### src/rtl/heq_pkg.sv
// Shared types and default sizing for the histogram-equalisation frame controller.
package heq_pkg;

   localparam int unsigned DefDataWidth   = 8;
   localparam int unsigned DefFramePixels = 640 * 480;

   typedef enum logic [2:0] {
      INIT_CLR = 3'd0,
      IDLE     = 3'd1,
      ACCUM    = 3'd2,
      SCAN     = 3'd3,
      CLEAR    = 3'd4,
      DONE     = 3'd5
   } heq_state_e;

endpackage

### src/rtl/heq_cdf_accum.sv
// Running CDF over the histogram read-back stream plus first-nonzero (cdf-min) capture.
module heq_cdf_accum
   import heq_pkg::*;
#(
   parameter int unsigned FramePixels = DefFramePixels,
   parameter int unsigned PixCntWidth = $clog2(FramePixels + 1)
) (
   input  logic                   i_clk,
   input  logic                   i_reset_n,
   input  logic                   i_scan_start,
   input  logic                   i_bin_rd,
   input  logic [PixCntWidth-1:0] i_bin_data,
   output logic                   o_cdf_valid,
   output logic [PixCntWidth-1:0] o_cdf,
   output logic [PixCntWidth-1:0] o_cdf_min
);

   localparam int unsigned          SumWidth = PixCntWidth + 1;
   localparam logic [SumWidth-1:0]  SumMax   = SumWidth'(FramePixels);

   logic [PixCntWidth-1:0] acc_q;
   logic [SumWidth-1:0]    sum_wide;
   logic [PixCntWidth-1:0] sum_sat;

   // Add the returning bin to the running sum, saturating at a full frame.
   always_comb begin
      sum_wide = {1'b0, acc_q} + {1'b0, i_bin_data};
      sum_sat  = (sum_wide > SumMax) ? PixCntWidth'(FramePixels) : sum_wide[PixCntWidth-1:0];
   end

   // RAM data lands one cycle after the strobe, so the CDF is formed as it arrives.
   assign o_cdf = o_cdf_valid ? sum_sat : '0;

   // Valid delay, running sum and cdf-min capture; all restart on SCAN entry.
   always_ff @(posedge i_clk or negedge i_reset_n) begin
      if (!i_reset_n) begin
         o_cdf_valid <= 1'b0;
         acc_q       <= '0;
         o_cdf_min   <= '0;
      end else begin
         o_cdf_valid <= i_bin_rd;
         if (i_scan_start) begin
            acc_q     <= '0;
            o_cdf_min <= '0;
         end else if (o_cdf_valid) begin
            acc_q <= sum_sat;
            if ((o_cdf_min == '0) && (sum_sat != '0)) begin
               o_cdf_min <= sum_sat;
            end
         end
      end
   end

endmodule

### src/rtl/heq_frame_ctrl.sv
// Frame controller for histogram equalisation: gates pixel accumulation, scans the
// histogram RAM into a running CDF, then clears it. Optional macro
// HEQ_FRAME_CTRL_FRAME_CNT_EN adds a 16-bit completed-frame counter output.
module heq_frame_ctrl
   import heq_pkg::*;
#(
   parameter int unsigned DataWidth   = DefDataWidth,
   parameter int unsigned FramePixels = DefFramePixels,
   parameter int unsigned PixCntWidth = $clog2(FramePixels + 1)
) (
   input  logic                   i_clk,
   input  logic                   i_reset_n,
   input  logic                   i_frame_start,
   input  logic                   i_pixel_valid,
   output logic                   o_hist_inc_en,
   output logic [DataWidth-1:0]   o_bin_addr,
   output logic                   o_bin_rd,
   input  logic [PixCntWidth-1:0] i_bin_data,
   output logic                   o_bin_clr,
   output logic                   o_cdf_valid,
   output logic [PixCntWidth-1:0] o_cdf,
   output logic [PixCntWidth-1:0] o_cdf_min,
   output logic                   o_busy,
   output logic                   o_frame_done,
`ifdef HEQ_FRAME_CTRL_FRAME_CNT_EN
   output logic                   o_overrun,
   output logic [15:0]            o_frame_count
`else
   output logic                   o_overrun
`endif
);

   localparam logic [DataWidth-1:0]   LastBin = '1;
   localparam logic [PixCntWidth-1:0] LastPix = PixCntWidth'(FramePixels - 1);

   heq_state_e             state_q, state_d;
   logic [DataWidth-1:0]   addr_d;
   logic                   rd_d, clr_d, done_d, busy_d, ovr_d;
   logic [PixCntWidth-1:0] pix_cnt_q, pix_cnt_d;
   logic                   scan_start;

   // Pixels are forwarded in ACCUM, and on the accepting frame-start cycle in IDLE.
   assign o_hist_inc_en = i_pixel_valid &
                          ((state_q == ACCUM) | ((state_q == IDLE) & i_frame_start));

   assign scan_start = (state_d == SCAN) & (state_q != SCAN);

   // Next state plus next values of the registered RAM/status outputs.
   always_comb begin
      state_d   = state_q;
      addr_d    = o_bin_addr;
      rd_d      = 1'b0;
      clr_d     = 1'b0;
      done_d    = 1'b0;
      pix_cnt_d = pix_cnt_q;

      case (state_q)
         INIT_CLR: begin
            // One lead cycle after reset, then the same sweep as CLEAR.
            if (!o_bin_clr) begin
               clr_d  = 1'b1;
               addr_d = '0;
            end else if (o_bin_addr == LastBin) begin
               state_d = IDLE;
               addr_d  = '0;
            end else begin
               clr_d  = 1'b1;
               addr_d = o_bin_addr + DataWidth'(1);
            end
         end
         IDLE: begin
            if (i_frame_start) begin
               state_d   = ACCUM;
               pix_cnt_d = '0;
            end
         end
         ACCUM: begin
         end
         SCAN: begin
            if (o_bin_addr == LastBin) begin
               state_d = CLEAR;
               clr_d   = 1'b1;
               addr_d  = '0;
            end else begin
               rd_d   = 1'b1;
               addr_d = o_bin_addr + DataWidth'(1);
            end
         end
         CLEAR: begin
            if (o_bin_addr == LastBin) begin
               state_d = DONE;
               done_d  = 1'b1;
               addr_d  = '0;
            end else begin
               clr_d  = 1'b1;
               addr_d = o_bin_addr + DataWidth'(1);
            end
         end
         DONE: begin
            state_d = IDLE;
         end
         default: begin
            state_d = INIT_CLR;
            addr_d  = '0;
         end
      endcase

      // Count forwarded pixels; the last one of the frame starts the scan next cycle.
      if (o_hist_inc_en) begin
         if (pix_cnt_q == LastPix) begin
            state_d   = SCAN;
            pix_cnt_d = '0;
            rd_d      = 1'b1;
            addr_d    = '0;
         end else begin
            pix_cnt_d = pix_cnt_q + PixCntWidth'(1);
         end
      end

      busy_d = (state_d != IDLE);
      ovr_d  = o_overrun | (i_pixel_valid & ~o_hist_inc_en);
   end

   // State, counters and registered outputs.
   always_ff @(posedge i_clk or negedge i_reset_n) begin
      if (!i_reset_n) begin
         state_q      <= INIT_CLR;
         pix_cnt_q    <= '0;
         o_bin_addr   <= '0;
         o_bin_rd     <= 1'b0;
         o_bin_clr    <= 1'b0;
         o_frame_done <= 1'b0;
         o_busy       <= 1'b0;
         o_overrun    <= 1'b0;
      end else begin
         state_q      <= state_d;
         pix_cnt_q    <= pix_cnt_d;
         o_bin_addr   <= addr_d;
         o_bin_rd     <= rd_d;
         o_bin_clr    <= clr_d;
         o_frame_done <= done_d;
         o_busy       <= busy_d;
         o_overrun    <= ovr_d;
      end
   end

`ifdef HEQ_FRAME_CTRL_FRAME_CNT_EN
   // Completed-frame counter, wraps naturally at 16 bits.
   always_ff @(posedge i_clk or negedge i_reset_n) begin
      if (!i_reset_n) begin
         o_frame_count <= '0;
      end else if (state_q == DONE) begin
         o_frame_count <= o_frame_count + 16'd1;
      end
   end
`else
`endif

   heq_cdf_accum #(
      .FramePixels (FramePixels),
      .PixCntWidth (PixCntWidth)
   ) u_cdf_accum (
      .i_clk        (i_clk),
      .i_reset_n    (i_reset_n),
      .i_scan_start (scan_start),
      .i_bin_rd     (o_bin_rd),
      .i_bin_data   (i_bin_data),
      .o_cdf_valid  (o_cdf_valid),
      .o_cdf        (o_cdf),
      .o_cdf_min    (o_cdf_min)
   );

endmodule
### config.mk
export PLATFORM = sky130hd
export DESIGN_NAME = heq_frame_ctrl
export DESIGN_NICKNAME = d
export VERILOG_FILES = /design/src/rtl/heq_pkg.sv /design/src/rtl/heq_cdf_accum.sv /design/src/rtl/heq_frame_ctrl.sv
export SDC_FILE = /design/constraint.sdc
export NUM_CORES = 1
export LEC_CHECK = 0
export CAP_MARGIN = 25
export CORE_UTILIZATION = 60
export CTS_BUF_LIST = sky130_fd_sc_hd__clkbuf_4
export DETAILED_ROUTE_END_ITERATION = 10
export PLACE_DENSITY = 0.94
export SYNTH_ARGS = -nofsm -noshare
export SYNTH_HDL_FRONTEND = slang
export SYNTH_SLANG_ARGS = --single-unit
export TNS_END_PERCENT = 10
### constraint.sdc
create_clock -name i_clk -period 8.7 [get_ports i_clk]
set_clock_uncertainty 0.05 [all_clocks]
set_input_delay 1.74 -clock i_clk [delete_from_list [all_inputs] [get_ports i_clk]]
set_output_delay 1.74 -clock i_clk [all_outputs]
set_load 0.05 [all_outputs]
==> results.cfg <==
[floorplan]
dieArea_um2 = 8420
ioPinCount = 76
die_w_um = 91.8
die_h_um = 91.8
core_um2 = 7770
placementRows = 32
initial_core_util_pct = 62.2

[route]
first_pass_iters = 5
ant_nets = 0
wl_um = 13300
num_vias = 4733
avgViaCountPerCell = 6.65
drc_errors = 0
drt-initial-drc-count = 402
wl_per_cell_um = 18.7

[final_layout]
drive_gt1_share_pct = 8.85
n_fill_cell = 530
finalInstanceArea_um2 = 5860
diodes = 0
final_nets = 650
area_growth_pct = 21.3

[synth]
yosys.area.top_type_share_pct = 38.3
synth_most_common_cell = dfrtp_1
synth_common_cells = dfrtp_1 (74), nand2_1 (59), o21ai_0 (54)
async_flop_share_pct = 100
synthesis.instances = 542
syn_area_per_cell_um2 = 8.92
synth_ff_type = dfrtp_1
synth_cell_types = 67
ys_seq_elements = 74
synth_edf_count = 0
yosysTopAreaCell = dfrtp_1
syn_nets = 587
synth.area.top_cells = dfrtp_1 (38%), o21ai_0 (5.6%), ha_1 (5.4%), nand2_1 (4.6%), nor2_1 (3.6%)
ys_seq_area_share_pct = 38.3
yosys_warnings = 0
netlist_area_um2 = 4830

[timing]
slew_violations = 0
relSlewSlack_pct = 38.1
fin_crit_ps = 7840
hold_viol_final = 0
worstMarginPinSlew_ps = 928
timing.fmax_ghz = 0.128
grt_setup_unrepaired = no
finalCritPeriodShare_pct = 90.1
tns_ps = 0
finalSetupViolCount = 0

[outcome]
status = complete, no violations

[clocking]
cts_sinks = 74
clock_latency_ps = 430
cts_buffer_depth = 2
postCtsSetupRepairBufs = 0
root_buffer = clkbuf_4
cts_hold_buf = 0
cts_buffers = 9
post_cts_resized = 0
clk_pin_slew_ps = 130
cts_tree = built
cts.htree.levels = 3

[setup_path]
path_buf_inv = 3
cp_top_family = simple AND/OR/NAND/NOR gates
cpMaxStageDelayCell = or4_1
path_cells = clkdlybuf4s50_1 > ha_1 > fa_1 > a211oi_2 > o31a_2 > xnor2_1 > or4_1 > nor4_1 > nand4b_1 > or3_4 > a21oi_1 > buf_4 > and2_1 > buf_12
crit_required_ps = 6910
path_class = in2out
cpPeakStageDelay_ps = 550
critPathCaptureType = output pin
cp.arrival_ps = 6050
critical_path_peak_fanout = 30
cp-start-kind = primary input

[power]
pwr-share-seq_pct = 31.1
intPower_uw = 798
p_sw_uw = 714
switching_share_pct = 47.2
ir_drop_mv = 0.159
pwr-share-comb_pct = 54.4
clockPowerShare_pct = 14.5
leakage_nw = 2.45
powerDensity_nw_per_um2 = 258

[global_route]
track_usage_pct = 32.4
grt_pass1_vias = 4467
grt-ovfl-total = 0
antenna_found_initial = 0
grt_max_degree = 75
grt_first_pass_wirelength_um = 21700

[placement]
dpl_cell_area_um2 = 5710
gp_congestion = 1.02
numPortBuffers = 75
hpwlAfterDp_um = 9680

[min_path]
min_path_type = reg2reg

[flow_run]
maxCapViolations = 0
==> path summary, 6_finish.rpt <==
path	startpoint	cells after the start	slack (ps)	end
min reg2reg	o_bin_rd	0	360	u_cdf_accum.o_cdf_valid
max	i_bin_data[0]	14	860	o_cdf[16]
max in group asynchronous	i_reset_n	2	6520	u_cdf_accum.acc_q[16]
min	o_bin_rd	0	360	u_cdf_accum.o_cdf_valid
max reg2reg	u_cdf_accum.acc_q[0]	11	4240	u_cdf_accum.o_cdf_min[12]
min in group asynchronous	i_reset_n	2	1460	u_cdf_accum.acc_q[18]
==> power groups by stage <==
stage,logic [mW],registers (mW),clock network [mW]
after floorplan,0.532,0.529,0
after global placement,0.776,0.472,0
after detailed placement,0.800,0.474,0
after CTS,0.806,0.467,0.222
after global routing,0.880,0.476,0.239
final,0.822,0.470,0.220
==> sequential cells by signal (all words and copies together) (netlist names) <==
register                 count
state_q                      3
o_frame_done                 1
o_busy                       1
u_cdf_accum.o_cdf_min       19
pix_cnt_q                   19
o_bin_clr                    1
o_bin_addr                   8
o_bin_rd                     1
u_cdf_accum.o_cdf_valid      1
u_cdf_accum.acc_q           19
o_overrun                    1
==> layer usage <==
metal	wire, um	global-route usage [%]	part of all wire [%]
met1	5440	43.0	41
met2	6220	51.8	47
met3	1200	7.46	9.0
met4	430	12.4	3.2
met5	0	0	0
==> cells in the final DEF (no fill, tap or decap), drive strengths merged, types with 11 or more instances in the layout <==
cell / instances
clkdlybuf4s50: 59
and2: 23
a21oi: 34
and3: 17
a22o: 17
o21ai: 54
nand2: 59
dfrtp: 74
nand3: 21
a32o: 16
buf: 19
ha: 21
nor3: 11
nor2: 46
==> logic make-up after synthesis <==
logic type	count (synthesis)	synth area share, %
and+or+nand+nor	226	23.8
AOI/OAI and AO/OA	178	26.3
DFF	74	38.3
buffers and inverters	31	3.70
adders and majority gates	22	5.85
xor gates and xnor gates	9	1.63
muxes	2	0.414
==> worst reg2reg max path, delay by kind of cell (launching register included) <==
family | cells | cell delay (ps)
AND/OR/NAND/NOR | 4 | 1780
XOR/XNOR | 1 | 160
flip-flops | 1 | 410
AO/OA/AOI/OAI | 4 | 1320
adder cells (fa/ha/maj) | 2 | 660
==> stage by stage <==
stage          std cells  utilization [%]  setup WS (ps)  power [mW]  hold slack (ps)
2_1_floorplan        542                -           1830        1.06              409
3_3_place_gp         695             73.5           1120        1.25              332
3_5_place_dp         695             73.5           1010        1.27              345
4_1_cts              711             75.4            995        1.49              359
5_1_grt              712             75.5            732        1.59              378
6_report             712             75.5            861        1.51              359
==> final cells by class <==
class	instances	area [um2]	share of cell area (%)
Multi-Input combinational cell	437	2800	47.8
Sequential cell	74	1850	31.6
Timing Repair Buffer	78	918	15.7
Tap cell	102	128	2.18
Clock inverter	7	76.3	1.30
Clock buffer	9	67.6	1.15
Inverter	5	18.8	0.320
(Power assumes the default switching activity.)
